--- src/rtl/memory_access_if.sv ---
// Data-memory bus between the memory-access stage (master) and the data
// memory (slave). One request is outstanding at a time; mem_ack is a
// single-cycle completion pulse.
interface memory_access_if;
  logic        mem_req;
  logic        mem_we;
  logic [31:0] mem_addr;
  logic [31:0] mem_wdata;
  logic [3:0]  mem_wstrb;
  logic [31:0] mem_rdata;
  logic        mem_ack;

  modport master (
    output mem_req,
    output mem_we,
    output mem_addr,
    output mem_wdata,
    output mem_wstrb,
    input  mem_rdata,
    input  mem_ack
  );

  modport slave (
    input  mem_req,
    input  mem_we,
    input  mem_addr,
    input  mem_wdata,
    input  mem_wstrb,
    output mem_rdata,
    output mem_ack
  );
endinterface

--- src/rtl/memory_access.sv ---
// Memory-access pipeline stage. Non-memory results pass to writeback with
// one cycle of latency; loads and stores issue a single word-aligned request
// on the data bus and stall upstream until mem_ack.
// Optional feature macro: MISALIGN_TRAP_EN (misaligned half/word accesses
// are not issued and instead complete with misalign_err for one cycle).
module memory_access (
  input  logic        clk,
  input  logic        rst,
  input  logic        valid_in,
  input  logic [31:0] alu_result,
  input  logic [31:0] rs2E,
  input  logic        write_regE,
  input  logic [2:0]  info_loadE,
  input  logic [1:0]  info_storeE,
  input  logic [4:0]  dstreg_addrE,
  output logic        stall,
  memory_access_if.master mem_bus,
  output logic        valid_out,
  output logic        write_regM,
  output logic [4:0]  dstreg_addrM,
  output logic [31:0] wb_data
`ifdef MISALIGN_TRAP_EN
  ,
  output logic        misalign_err
`endif
);

  typedef enum logic {
    S_IDLE,
    S_REQ
  } state_t;

  typedef enum logic [2:0] {
    LK_NONE,
    LK_B,
    LK_H,
    LK_W,
    LK_BU,
    LK_HU
  } ld_kind_t;

  typedef enum logic [1:0] {
    SK_NONE,
    SK_B,
    SK_H,
    SK_W
  } st_kind_t;

  state_t   state;
  ld_kind_t ld_kind;
  st_kind_t st_kind;
  logic     is_store;
  logic     is_load;
  logic [31:0] st_wdata;
  logic [3:0]  st_wstrb;

  // Captured at request issue; used when the ack returns.
  ld_kind_t    ld_q;
  logic [1:0]  off_q;
  logic        store_q;
  logic        wr_q;
  logic [4:0]  dst_q;

  logic [7:0]  rd_byte;
  logic [15:0] rd_half;
  logic [31:0] load_data;

  // Decode the execute-stage operation; a store wins over a load.
  always_comb begin
    ld_kind = LK_NONE;
    case (info_loadE)
      3'd1:    ld_kind = LK_B;
      3'd2:    ld_kind = LK_H;
      3'd3:    ld_kind = LK_W;
      3'd4:    ld_kind = LK_BU;
      3'd5:    ld_kind = LK_HU;
      default: ld_kind = LK_NONE;
    endcase
    st_kind = st_kind_t'(info_storeE);
    is_store = (st_kind != SK_NONE);
    is_load  = !is_store && (ld_kind != LK_NONE);
  end

  // Store lane replication and byte strobes from the low address bits.
  always_comb begin
    st_wdata = rs2E;
    st_wstrb = '0;
    case (st_kind)
      SK_B: begin
        st_wdata = {4{rs2E[7:0]}};
        st_wstrb = 4'b0001 << alu_result[1:0];
      end
      SK_H: begin
        st_wdata = {2{rs2E[15:0]}};
        st_wstrb = alu_result[1] ? 4'b1100 : 4'b0011;
      end
      SK_W: begin
        st_wdata = rs2E;
        st_wstrb = 4'b1111;
      end
      default: begin
        st_wdata = rs2E;
        st_wstrb = '0;
      end
    endcase
  end

`ifdef MISALIGN_TRAP_EN
  logic misaligned;

  // Half accesses need addr[0]=0, word accesses need addr[1:0]=00.
  always_comb begin
    misaligned = 1'b0;
    if (is_store) begin
      if (st_kind == SK_H)
        misaligned = alu_result[0];
      else if (st_kind == SK_W)
        misaligned = (alu_result[1:0] != 2'b00);
    end else if (ld_kind == LK_H || ld_kind == LK_HU) begin
      misaligned = alu_result[0];
    end else if (ld_kind == LK_W) begin
      misaligned = (alu_result[1:0] != 2'b00);
    end
  end
`endif

  // Extract and extend the loaded value from the returned word.
  always_comb begin
    rd_byte   = mem_bus.mem_rdata[{off_q, 3'b000} +: 8];
    rd_half   = off_q[1] ? mem_bus.mem_rdata[31:16] : mem_bus.mem_rdata[15:0];
    load_data = mem_bus.mem_rdata;
    case (ld_q)
      LK_B:    load_data = {{24{rd_byte[7]}}, rd_byte};
      LK_BU:   load_data = {24'd0, rd_byte};
      LK_H:    load_data = {{16{rd_half[15]}}, rd_half};
      LK_HU:   load_data = {16'd0, rd_half};
      default: load_data = mem_bus.mem_rdata;
    endcase
  end

  // Stage FSM: accept in IDLE, hold the request in REQ until mem_ack.
  always_ff @(posedge clk or posedge rst) begin
    if (rst) begin
      state             <= S_IDLE;
      stall             <= 1'b0;
      mem_bus.mem_req   <= 1'b0;
      mem_bus.mem_we    <= 1'b0;
      mem_bus.mem_addr  <= '0;
      mem_bus.mem_wdata <= '0;
      mem_bus.mem_wstrb <= '0;
      valid_out         <= 1'b0;
      write_regM        <= 1'b0;
      dstreg_addrM      <= '0;
      wb_data           <= '0;
      ld_q              <= LK_NONE;
      off_q             <= '0;
      store_q           <= 1'b0;
      wr_q              <= 1'b0;
      dst_q             <= '0;
`ifdef MISALIGN_TRAP_EN
      misalign_err      <= 1'b0;
`endif
    end else begin
      valid_out  <= 1'b0;
      write_regM <= 1'b0;
`ifdef MISALIGN_TRAP_EN
      misalign_err <= 1'b0;
`endif
      case (state)
        S_IDLE: begin
          if (valid_in) begin
            if (is_store || is_load) begin
`ifdef MISALIGN_TRAP_EN
              // A trapped access completes at once and never reaches the bus.
              if (misaligned) begin
                valid_out    <= 1'b1;
                misalign_err <= 1'b1;
                dstreg_addrM <= dstreg_addrE;
              end else
`endif
              begin
                state             <= S_REQ;
                stall             <= 1'b1;
                mem_bus.mem_req   <= 1'b1;
                mem_bus.mem_we    <= is_store;
                mem_bus.mem_addr  <= {alu_result[31:2], 2'b00};
                mem_bus.mem_wdata <= is_store ? st_wdata : '0;
                mem_bus.mem_wstrb <= is_store ? st_wstrb : '0;
                ld_q              <= is_store ? LK_NONE : ld_kind;
                off_q             <= alu_result[1:0];
                store_q           <= is_store;
                wr_q              <= write_regE;
                dst_q             <= dstreg_addrE;
              end
            end else begin
              valid_out    <= 1'b1;
              write_regM   <= write_regE;
              dstreg_addrM <= dstreg_addrE;
              wb_data      <= alu_result;
            end
          end
        end
        S_REQ: begin
          if (mem_bus.mem_ack) begin
            state             <= S_IDLE;
            stall             <= 1'b0;
            mem_bus.mem_req   <= 1'b0;
            mem_bus.mem_we    <= 1'b0;
            mem_bus.mem_wstrb <= '0;
            valid_out         <= 1'b1;
            write_regM        <= wr_q && !store_q;
            dstreg_addrM      <= dst_q;
            wb_data           <= store_q ? '0 : load_data;
          end
        end
        default: begin
          state           <= S_IDLE;
          stall           <= 1'b0;
          mem_bus.mem_req <= 1'b0;
        end
      endcase
    end
  end

endmodule

--- src/flat_wrapper.sv ---
// flat-port wrapper written by rule: the top's interface ports become plain ports
module memory_access_flat 
  (clk, rst, valid_in, alu_result, rs2E, write_regE, info_loadE, info_storeE, dstreg_addrE, stall, valid_out, write_regM, dstreg_addrM, wb_data, mem_bus_mem_req, mem_bus_mem_we, mem_bus_mem_addr, mem_bus_mem_wdata, mem_bus_mem_wstrb, mem_bus_mem_rdata, mem_bus_mem_ack);
  memory_access_if mem_bus_i ();
  input  logic clk;
  input  logic rst;
  input  logic valid_in;
  input  logic [31:0] alu_result;
  input  logic [31:0] rs2E;
  input  logic write_regE;
  input  logic [2:0] info_loadE;
  input  logic [1:0] info_storeE;
  input  logic [4:0] dstreg_addrE;
  output logic stall;
  output logic valid_out;
  output logic write_regM;
  output logic [4:0] dstreg_addrM;
  output logic [31:0] wb_data;
  output wire logic [$bits(mem_bus_i.mem_req)-1:0] mem_bus_mem_req;
  output wire logic [$bits(mem_bus_i.mem_we)-1:0] mem_bus_mem_we;
  output wire logic [$bits(mem_bus_i.mem_addr)-1:0] mem_bus_mem_addr;
  output wire logic [$bits(mem_bus_i.mem_wdata)-1:0] mem_bus_mem_wdata;
  output wire logic [$bits(mem_bus_i.mem_wstrb)-1:0] mem_bus_mem_wstrb;
  input wire logic [$bits(mem_bus_i.mem_rdata)-1:0] mem_bus_mem_rdata;
  input wire logic [$bits(mem_bus_i.mem_ack)-1:0] mem_bus_mem_ack;
  assign mem_bus_mem_req = mem_bus_i.mem_req;
  assign mem_bus_mem_we = mem_bus_i.mem_we;
  assign mem_bus_mem_addr = mem_bus_i.mem_addr;
  assign mem_bus_mem_wdata = mem_bus_i.mem_wdata;
  assign mem_bus_mem_wstrb = mem_bus_i.mem_wstrb;
  assign mem_bus_i.mem_rdata = mem_bus_mem_rdata;
  assign mem_bus_i.mem_ack = mem_bus_mem_ack;
  memory_access u_core (.clk(clk), .rst(rst), .valid_in(valid_in), .alu_result(alu_result), .rs2E(rs2E), .write_regE(write_regE), .info_loadE(info_loadE), .info_storeE(info_storeE), .dstreg_addrE(dstreg_addrE), .stall(stall), .mem_bus(mem_bus_i), .valid_out(valid_out), .write_regM(write_regM), .dstreg_addrM(dstreg_addrM), .wb_data(wb_data));
endmodule
--- config.mk ---
export PLATFORM = sky130hd
export DESIGN_NAME = memory_access_flat
export DESIGN_NICKNAME = d
export VERILOG_FILES = /design/src/rtl/memory_access_if.sv /design/src/rtl/memory_access.sv /design/src/flat_wrapper.sv
export SDC_FILE = /design/constraint.sdc
export NUM_CORES = 1
export LEC_CHECK = 0
export CAP_MARGIN = 20
export CORE_AREA = 2 2 120 122
export CTS_CLUSTER_DIAMETER = 100
export CTS_CLUSTER_SIZE = 14
export DETAILED_ROUTE_END_ITERATION = 8
export DIE_AREA = 0 0 122 124
export PLACE_DENSITY = 0.82
export SYNTH_ARGS = -nofsm -noshare
export SYNTH_HDL_FRONTEND = slang
export SYNTH_SLANG_ARGS = --single-unit
export TNS_END_PERCENT = 20
--- constraint.sdc ---
create_clock -name clk -period 4.31 [get_ports clk]
set_input_delay 0.862 -clock clk [delete_from_list [all_inputs] [get_ports clk]]
set_output_delay 0.862 -clock clk [all_outputs]
set_load 0.02 [all_outputs]
Yosys cells after proc, flatten, opt, wreduce, memory -nomap -nowiden
Index checks and enable logic that the tools add are counted.
{ "op_classes": {"eq_ne": 16, "shift": 2, "mux": 41, "bitwise_logic": 1, "n_reduce_logical": 10} }
{ "op_table": {"columns": ["operator", "n"], "rows": [
  ["$mux W32", 5],
  ["$pmux W32 S2", 2],
  ["$pmux W32 S4", 1],
  ["$shiftx A32 B6 Y8", 1],
  ["$mux W4", 5],
  ["$mux W16", 1],
  ["$mux W5", 3],
  ["$pmux W3 S5", 1],
  ["$mux W1", 14],
  ["$eq A3 B3 Y1 const B", 4],
  ["$pmux W4 S3", 1],
  ["$pmux W1 S2", 5],
  ["$pmux W5 S2", 1],
  ["$eq A3 B2 Y1 const B", 3],
  ["$reduce_and A3 Y1", 3],
  ["$pmux W4 S2", 1],
  ["$eq A3 B1 Y1 const B", 2],
  ["$ne A2 B2 Y1 const B", 3],
  ["$eq A2 B2 Y1 const B", 2],
  ["$shl A1 B2 Y4 const A", 1],
  ["$mux W3", 1],
  ["$reduce_bool A3 Y1", 1],
  ["$eq A2 B1 Y1 const B", 1],
  ["$logic_and A1 B1 Y1", 2],
  ["other kinds (5)", 6]
]} }
{ "word_totals": {"regBits": 120, "inputBits": 111, "elab_cells": 85} }

Depth between registers and ports, before layout
{ "depth": {"depth_word": 8, "mapped_depth": 10, "mapped_depth_nobuf": 8} }

Worst setup path before layout
OpenSTA, ideal clock, no wires.
{ "synth_timing": {"path_kind": "input-to-reg", "from": "input port info_storeE[0]", "to": "register u_core.mem_bus.mem_wdata[16]", "setup_time_ps": 127, "t_arrival_ps": 2403, "setup_slack_ps": 1780, "stages": 8, "path_cell_list": "inv_1 -> ha_1 -> nor2b_1 -> a311o_1 -> buf_2 -> buf_2 -> a222oi_1 -> inv_1"} }
{ "synth_between": {"elab_chain_len": 5, "word_cells_on_any_way": 9} }
{ "synth_rtl": {"columns": ["item", "line_no", "text"], "rows": [
  ["start: declaration", "flat_wrapper.sv:12", "input logic [1:0] info_storeE;"],
  ["$reduce_bool A2 Y1", "memory_access.sv:80", "is_store = (st_kind != SK_NONE);"],
  ["$logic_not A1 Y1", "memory_access.sv:81", "is_load = !is_store && (ld_kind != LK_NONE);"],
  ["$logic_and A1 B1 Y1", "memory_access.sv:81", null],
  ["$logic_or A1 B1 Y1", "memory_access.sv:172", "if (is_store || is_load) begin"],
  ["$reduce_and A3 Y1 (no line)", null, null],
  ["end signal: assignment", "memory_access.sv:187", "mem_bus.mem_wdata <= is_store ? st_wdata : '0;"],
  ["end: declaration", "memory_access_if.sv:17", "output mem_wdata,"]
]} }
Parallel ways exist; a longest one is shown, timed or not.
A chain may end at the register's enable or synchronous reset.

Worst setup path in the final report
{ "layout_timing": {"from": "input port info_storeE[0]", "to": "register u_core.mem_bus.mem_addr[22]"} }
{ "layout_between": {"elab_chain_len": 5} }
{ "layout_rtl": {"columns": ["item", "line_no", "text"], "rows": [
  ["$reduce_bool A2 Y1 (*)", "memory_access.sv:80", null],
  ["$logic_not A1 Y1", "memory_access.sv:81", null],
  ["$logic_and A1 B1 Y1", "memory_access.sv:81", null],
  ["$logic_or A1 B1 Y1 (*)", "memory_access.sv:172", null],
  ["$reduce_and A3 Y1 (no line) (*)", null, null],
  ["end signal: assignment", "memory_access.sv:186", "mem_bus.mem_addr <= {alu_result[31:2], 2'b00};"],
  ["end: declaration", "memory_access_if.sv:16", "output mem_addr,"]
]} }
Mark *: on every way between the ends. The rest lies on a longest branch, timed or not.

==> results_tabular.tex <==
\begin{tabular}{lr}
\hline
Metric & Value \\
\hline
\multicolumn{2}{l}{\textbf{Outcome}} \\
\quad Outcome & completed \\
\multicolumn{2}{l}{\textbf{Power}} \\
\quad Logic pwr share & 0.364 \\
\quad Relative contribution of sequential cells to total power & 0.341 \\
\quad Static leakage power & roughly 3.8 nW \\
\quad Clock share of power & 0.295 \\
\quad Switching power & 0.00164 W \\
\quad Internal power of the cells & 0.00321 W \\
\quad Sw frac & 0.339 \\
\quad Maximum VDD drop & approximately 280 uV \\
\quad Pwr per Cell Area & 544 mW/mm\^{}2 \\
\quad Overall power of the completed layout & 0.00485 W \\
\multicolumn{2}{l}{\textbf{Floorplan}} \\
\quad Die Height & 124 microns \\
\quad Std-Cell Core Area & 0.0137 sq mm \\
\quad Effective utilization at floorplan & 0.435 \\
\quad I/O pin count & 221 \\
\quad Total Die Area & 0.0151 sq mm \\
\quad Rows & between 40 and 50 \\
\quad Die span in x & about 120 microns \\
\multicolumn{2}{l}{\textbf{STA}} \\
\quad Crit share post-route & 0.702 \\
\quad Fmax & 331 MHz \\
\quad Slew of the pin with the lowest slew margin & $\sim$1.0 ns \\
\quad Endpoints failing hold & 0 \\
\quad Final Setup Violations & 0 \\
\quad Clock skew after layout & 0.00571 ns \\
\quad Clock period minus worst slack & approximately 3 ns \\
\quad Summed negative setup slack over all endpoints & 0 ns \\
\quad Setup repair after global routing missed its margin & no \\
\quad Pins over their slew limit & 0 \\
\quad Slew margin rel. & 0.308 \\
\multicolumn{2}{l}{\textbf{Yosys}} \\
\quad Post-synth EDFFs & 0 \\
\quad Number of unique standard cell types used by synthesis & 39 \\
\quad Post-synthesis sequential element count & 120 \\
\quad Async SR Flop Fraction & 1.00 \\
\quad Count of yosys warnings during synthesis & 0 \\
\quad Mean post-synth cell area & between 9 and 10 sq um \\
\quad Register area share after synthesis & 0.504 \\
\quad Synth Cell Area & 0.00596 sq mm \\
\quad Gate Count Post-Synth & 601 \\
\quad Flip-flop cell with the highest count after synthesis & sky130\_fd\_sc\_hd\_\_dfrtp\_1 \\
\multicolumn{2}{l}{\textbf{Detailed routing}} \\
\quad DRC Markers & 0 \\
\quad Total number of vias & about 5700 \\
\quad Total length of routed wires & slightly below 20000 microns \\
\quad Routed WL per cell & approximately 20 microns \\
\quad ANT nets after route & 0 \\
\quad Initial detailed-routing violation count & 524 \\
\quad Via-to-Cell Ratio & 5.75 \\
\quad Pre-antenna DRT Iters & 7 \\
\multicolumn{2}{l}{\textbf{Place}} \\
\quad Number of port buffers & about 220 \\
\quad Placed wire-length estimate after detailed placement & 14500 microns \\
\quad Final weighted congestion in routability-driven placement & 0.879 \\
\multicolumn{2}{l}{\textbf{GRT}} \\
\quad Largest net degree at the start of global routing & 62 \\
\quad Vias in the first global route & 5590 \\
\quad Total track usage & 0.261 \\
\quad Number of antenna violations at the first check in global routing & 0 \\
\quad Global-route wire length before repair & 30200 microns \\
\quad Global route total overflow & 0 \\
\multicolumn{2}{l}{\textbf{Finish}} \\
\quad Leading cell type in the layout, fill and taps excluded & sky130\_fd\_sc\_hd\_\_clkdlybuf4s50\_1 \\
\quad Nets & 924 \\
\quad Layout overhead on the synthesized area & 49.4\% \\
\quad Commonest cells after routing, fill and taps aside & sky130\_fd\_sc\_hd\_\_clkdlybuf4s50\_1, sky130\_fd\_sc\_hd\_\_dfrtp\_1, sky130\_fd\_sc\_hd\_\_nand2\_1 \\
\quad Fraction of layout instances using a drive strength above 1 & 0.0989 \\
\quad ANT cells & 0 \\
\multicolumn{2}{l}{\textbf{Hold path}} \\
\quad Kind of path behind the tightest hold check & reg -> reg \\
\quad Hold path startpoint & u\_core.mem\_bus.mem\_wdata[30] \\
\quad Instance count along the most critical hold path & 2 \\
\multicolumn{2}{l}{\textbf{Clocking}} \\
\quad Clock insertion delay at the later pin of the skew report & 0.41 ns \\
\quad Hold buffers post-CTS & 0 \\
\quad Count of cells resized by post-cts repair & 0 \\
\quad Setup repair bufs after CTS & 0 \\
\quad TritonCTS Sinks & 120 \\
\quad TritonCTS clock tree & built \\
\quad Worst-path clk slew & 0.05 ns \\
\quad Cell at the root of the clock tree & sky130\_fd\_sc\_hd\_\_clkbuf\_16 \\
\quad Maximum level of the CTS H-tree & 4 \\
\quad Maximum buffer depth of the clock tree & 2 \\
\quad CTS Buf Count & 17 \\
\multicolumn{2}{l}{\textbf{Critical path}} \\
\quad Critical Path AT & 3.32 ns \\
\quad RR Startpoint & u\_core.state \\
\quad Required time at the endpoint of the critical path & 4.60 ns \\
\quad Critical path startpoint & info\_storeE[0] \\
\quad Endpoint of the worst register-to-register path & u\_core.wb\_data[20] \\
\quad Minimum setup slack among reg-to-reg paths & 1.89 ns \\
\quad Worst setup SP type & input port \\
\quad CP Capture Type & flop \\
\quad CP Capture Point & u\_core.mem\_bus.mem\_addr[22] \\
\quad Type of the worst setup path & in -> reg \\
\quad R2r worst-path depth & 5 \\
\quad Largest driver fanout on the critical path & 26 \\
\multicolumn{2}{l}{\textbf{Job}} \\
\quad Total of max-cap violations & 0 \\
\hline
\end{tabular}
## worst min-delay path by stage
| stage | endpoint | slack (ns) |
|---|---|---|
| 2_1_floorplan | u_core.store_q | 0.45 |
| 3_3_place_gp | u_core.mem_bus.mem_wdata[9] | 0.46 |
| 3_5_place_dp | u_core.mem_bus.mem_wdata[30] | 0.47 |
| 4_1_cts | u_core.mem_bus.mem_wdata[30] | 0.48 |
| 5_1_grt | u_core.mem_bus.mem_wdata[30] | 0.51 |
| 6_report | u_core.mem_bus.mem_wdata[30] | 0.48 |
## power by group through the flow
| stage | clock network (W) | registers [W] | logic [W] |
|---|---|---|---|
| after global routing | 0.00150 | 0.00169 | 0.00188 |
| final | 0.00143 | 0.00165 | 0.00176 |
| after floorplan | 0 | 0.00195 | 0.000580 |
| after CTS | 0.00144 | 0.00166 | 0.00175 |
| after detailed placement | 0 | 0.00167 | 0.00174 |
| after global placement | 0 | 0.00166 | 0.00171 |
## cell families (layout without fill, tap and decap cells)
kind of cell             after synthesis  in the layout  share of synthesized area
AO/OA/AOI/OAI                        164            164                      0.185
XOR/XNOR                               1              1                    0.00147
adder cells (fa/ha/maj)                8              8                     0.0164
buffers and inverters                 67            284                     0.0489
flip-flops                           120            120                      0.504
multiplexers                          69             69                      0.123
other                                  1              2                   0.000629
AND/OR/NAND/NOR                      171            171                      0.120
## cell type report
type / count / area [sq um]
Tap cell: 180 / 225
Fill cell: 1069 / 4810
Timing Repair Buffer: 228 / 2300
Inverter: 24 / 92.6
Clock buffer: 20 / 447
Sequential cell: 120 / 3000
Clock inverter: 12 / 151
Multi-Input combinational cell: 415 / 2690
## cells in the mapped netlist (2+ instances only)
cell type                  number  area, sq um
sky130_fd_sc_hd__a21oi_1       21          105
sky130_fd_sc_hd__a222oi_1       8         80.1
sky130_fd_sc_hd__a22o_1         8         70.1
sky130_fd_sc_hd__a22oi_1       23          173
sky130_fd_sc_hd__and2_1         3         18.8
sky130_fd_sc_hd__buf_2         14         70.1
sky130_fd_sc_hd__buf_4          4         30.0
sky130_fd_sc_hd__clkbuf_1      24         90.1
sky130_fd_sc_hd__dfrtp_1      120         3000
sky130_fd_sc_hd__ha_1           7         87.6
sky130_fd_sc_hd__inv_1         22         82.6
sky130_fd_sc_hd__mux2_1         3         33.8
sky130_fd_sc_hd__mux2_2        32          360
sky130_fd_sc_hd__mux2i_1       34          340
sky130_fd_sc_hd__nand2_1       76          285
sky130_fd_sc_hd__nand2b_1       3         18.8
sky130_fd_sc_hd__nand3_1        5         25.0
sky130_fd_sc_hd__nand4_1        4         25.0
sky130_fd_sc_hd__nor2_1        65          244
sky130_fd_sc_hd__nor2b_1        8         50.1
sky130_fd_sc_hd__nor3_1         2         10.0
sky130_fd_sc_hd__o211ai_1      12         90.1
sky130_fd_sc_hd__o21ai_0       51          255
sky130_fd_sc_hd__o221ai_1      23          201
sky130_fd_sc_hd__o22ai_1       14         87.6
sky130_fd_sc_hd__or3_1          2         12.5
## per-layer routing
layer / share of wire / wire [microns] / global-route usage
met1: 0.42 / 8310 / 0.338
met2: 0.48 / 9500 / 0.445
met3: 0.070 / 1370 / 0.0458
met4: 0.022 / 438 / 0.0884
met5: 0 / 0 / 0
## flip-flops by register name, summed over array words and instances (netlist names)
register and flops:
u_core.mem_bus.mem_addr 30, u_core.write_regM 1, u_core.wb_data 32, u_core.dstreg_addrM 5
u_core.dst_q 5, u_core.mem_bus.mem_we 1, u_core.mem_bus.mem_wdata 32, u_core.ld_q 3
u_core.store_q 1, u_core.state 1, u_core.off_q 2, u_core.valid_out 1
u_core.mem_bus.mem_wstrb 4, u_core.wr_q 1, u_core.mem_bus.mem_req 1
## through the flow
| stage | worst slack [ns] | hold slack [ns] | cells | instance area [sq um] | utilization |
|---|---|---|---|---|---|
| after floorplan | 0.262 | 0.448 | 602 | 5970 | - |
| after global placement | 1.05 | 0.461 | 966 | 8280 | 0.604 |
| after detailed placement | 0.892 | 0.471 | 966 | 8280 | 0.604 |
| after CTS | 1.33 | 0.483 | 998 | 8880 | 0.647 |
| after global routing | 1.20 | 0.512 | 999 | 8910 | 0.649 |
| final | 1.29 | 0.478 | 999 | 8910 | 0.649 |
## critical path: stages
cell,delay [ns]
sky130_fd_sc_hd__clkdlybuf4s50_1,0.45
sky130_fd_sc_hd__inv_1,0.13
sky130_fd_sc_hd__ha_1,0.31
sky130_fd_sc_hd__nor2b_1,0.24
sky130_fd_sc_hd__a311o_2,0.54
sky130_fd_sc_hd__buf_4,0.38
sky130_fd_sc_hd__mux2_2,0.38
Power figures use the tool's default switching activity.
==> RTL edit (config.mk and constraints unchanged) <==
Re-encode `ld_kind_t` (6 values) as one-hot, 6 bits wide.
--- a/src/rtl/memory_access.sv
+++ b/src/rtl/memory_access.sv
@@ -30,13 +30,13 @@
     S_REQ
   } state_t;
 
-  typedef enum logic [2:0] {
-    LK_NONE,
-    LK_B,
-    LK_H,
-    LK_W,
-    LK_BU,
-    LK_HU
+  typedef enum logic [5:0] {
+    LK_NONE = 6'b000001,
+    LK_B    = 6'b000010,
+    LK_H    = 6'b000100,
+    LK_W    = 6'b001000,
+    LK_BU   = 6'b010000,
+    LK_HU   = 6'b100000
   } ld_kind_t;
 
   typedef enum logic [1:0] {
Formal check against the unedited RTL: no difference found for any inputs over 4 cycles, from zero or initial values and one cycle with rst high; so few cycles prove little.
==> RTL edit against the unedited design <==
Power down 1.0%. Design area is essentially flat. Sequential cell count increased by 3. Area after synthesis up 0.19%. Routed wire length fell by 2.5%. Hold slack worse by 2.6 ps. Worst setup slack got worse by 120 ps. Cell count increased by 4.9%. Non-clock buffer count down 1. Critical path type unchanged. Largest power group is now sequential cells.
==> RTL edit: results (changes against the unedited design) <==
stage,metric,value,unit,change
cells_and_area,nNonClkInverters,26,,+8.3%
cells_and_area,multi_input_area_share,0.293,,-0.00836
cells_and_area,final_nets,973,,+5.3%
grt,grt_max_degree,79,,+27%
worst_setup_path,r2r_end,u_core.wb_data[7],,
worst_setup_path,r2r_start,u_core.ld_q[2],,
cells_and_area,drive_above_1_share,0.0680,,-0.0309
worst_setup_path,cp.arrival,3470,ps,+150 ps
cells_and_area,clk_share,0.0701,,+0.00300
cells_and_area,fillCellCount,1123,,+5.1%
worst_setup_path,critPathMaxStageDelay,520,ps,-20 ps
clock_tree,clk_path_buf_depth,2,,unchanged
sta,holdWs,475,ps,-2.63 ps
sta,fin_skew,6.91,ps,+1.21 ps
cells_and_area,clkbuf_count,25,,+25%
grt,grt_pass1_wl,29500,um,-2.3%
detailed_routing,routed_wl,19100,um,-2.5%
yosys,ys_top_cells_by_area,"dfrtp_1, nand2_1, a21oi_1, nor2_1, o21ai_0",,
yosys,post-synth-top-count-cell,nand2_1,,
yosys,ys.flop_type,dfrtp_1,,
power_and_ir_drop,leakagePower,3.89,nW,+1.4%
clock_tree,clk_pin_slew,60,ps,
outcome,status,finished clean,,
cells_and_area,num-multi-input-gates,460,,+11%
worst_setup_path,crit_path_end,u_core.wb_data[28],,
yosys,synth-seq-area-share,0.515,,+0.0118
yosys,netlist.area_leader.share,0.511,,+0.00743
worst_setup_path,startpoint,info_loadE[2],,
sta,finalCritPeriodShare,0.729,,+0.0270
cells_and_area,final-nonclk-buf-share,0.254,,-0.00432
place,finalWeightedCongestion,0.851,,-3.2%
place,hpwl,13900,um,-4.2%
worst_setup_path,crit_fanout,35,,+35%
yosys,synth_common_cells,"nand2_1, dfrtp_1, a21oi_1, nor2_1, o21ai_0",,
cells_and_area,buffers,227,,-0.44%
place,dp_worst_setup_slack,767,ps,-125 ps
cells_and_area,flops_and_latches,123,,+2.5%
grt,track_usage,0.257,,-0.00404
cells_and_area,reg_top3,"u_core.mem_bus.mem_wdata: 32 flops, u_core.wb_data: 32 flops, u_core.mem_bus.mem_addr: 30 flops",,
cells_and_area,seq_area,3080,um2,+2.5%
detailed_routing,initialDrtViolationCount,526,,+0.38%
worst_setup_path,reg2reg_slack,1440,ps,-450 ps
yosys,synthDistinctLibCells,52,,+33%
grt,grt_pass1_vias,5611,,+0.38%
detailed_routing,route.vias.total,5827,,+1.5%
worst_hold_path,min_path_type,register to register,,
worst_hold_path,hold_end,u_core.dst_q[1],,
grt,antenna_found_initial,0,,unchanged
worst_setup_path,critPathSlowestCell,clkdlybuf4s50_1,,
power_and_ir_drop,ir_worst_vdd,0.000295,V,+5.1%
yosys,async_reset_ff_frac,1.00,,unchanged
sta,slew_headroom,0.337,,+0.0295
worst_hold_path,hold_path.startpoint,u_core.dst_q[1],,
==> RTL edit: cell count changes after synthesis, moves of 7 or more <==
cell	before	now
nand2_1	76	140
a22oi_1	23	8
mux2i_1	34	12
buf_2	14	6
nor2b_1	8	1
o221ai_1	23	0
o2111ai_1	1	13
o22ai_1	14	6
buf_1	0	7
a21oi_1	21	62
mux2_2	32	7
==> RTL edit: per-layer routing <==
metal | GRT usage | part of all wire | vias to the layer above
li1 | - | - | 2695
met1 | 0.319 | 0.40 | 2806
met2 | 0.413 | 0.48 | 282
met3 | 0.0884 | 0.096 | 44
met4 | 0.106 | 0.028 | 0
met5 | 0 | 0 | -
==> RTL edit: where the power goes <==
part	internal, mW	switching, mW	leakage [nW]	total (mW)
clock	1.01	0.498	0.305	1.51
combinational	0.772	0.867	2.07	1.64
sequential	1.45	0.203	1.51	1.65
total	3.23	1.57	3.89	4.80
==> RTL edit: cells by family (layout without fill, tap and decap cells) <==
logic type / after synthesis / count (layout) / share of synthesized area
compound gates: 194 / 194 / 0.211
xor+xnor: 2 / 2 / 0.00293
simple gates: 235 / 235 / 0.168
buf+inv: 68 / 285 / 0.0498
fa+ha+maj: 7 / 7 / 0.0147
flops: 123 / 123 / 0.515
other cells: 1 / 2 / 0.000628
mux: 20 / 20 / 0.0371
==> RTL edit: per-stage QoR <==
stage           util  power [mW]  area (um2)  std cells
2_1_floorplan      -        2.46        5980        651
3_3_place_gp   0.603        3.26        8280       1016
3_5_place_dp   0.603        3.30        8280       1016
4_1_cts        0.649        4.83        8900       1048
5_1_grt        0.649        5.03        8900       1048
6_report       0.649        4.80        8900       1048
==> RTL edit: critical path, delay by kind of cell <==
kind | cells | cell delay, ps
fa+ha+maj | 1 | 180
buf+inv | 5 | 1310
simple gates | 3 | 820
compound gates | 2 | 290
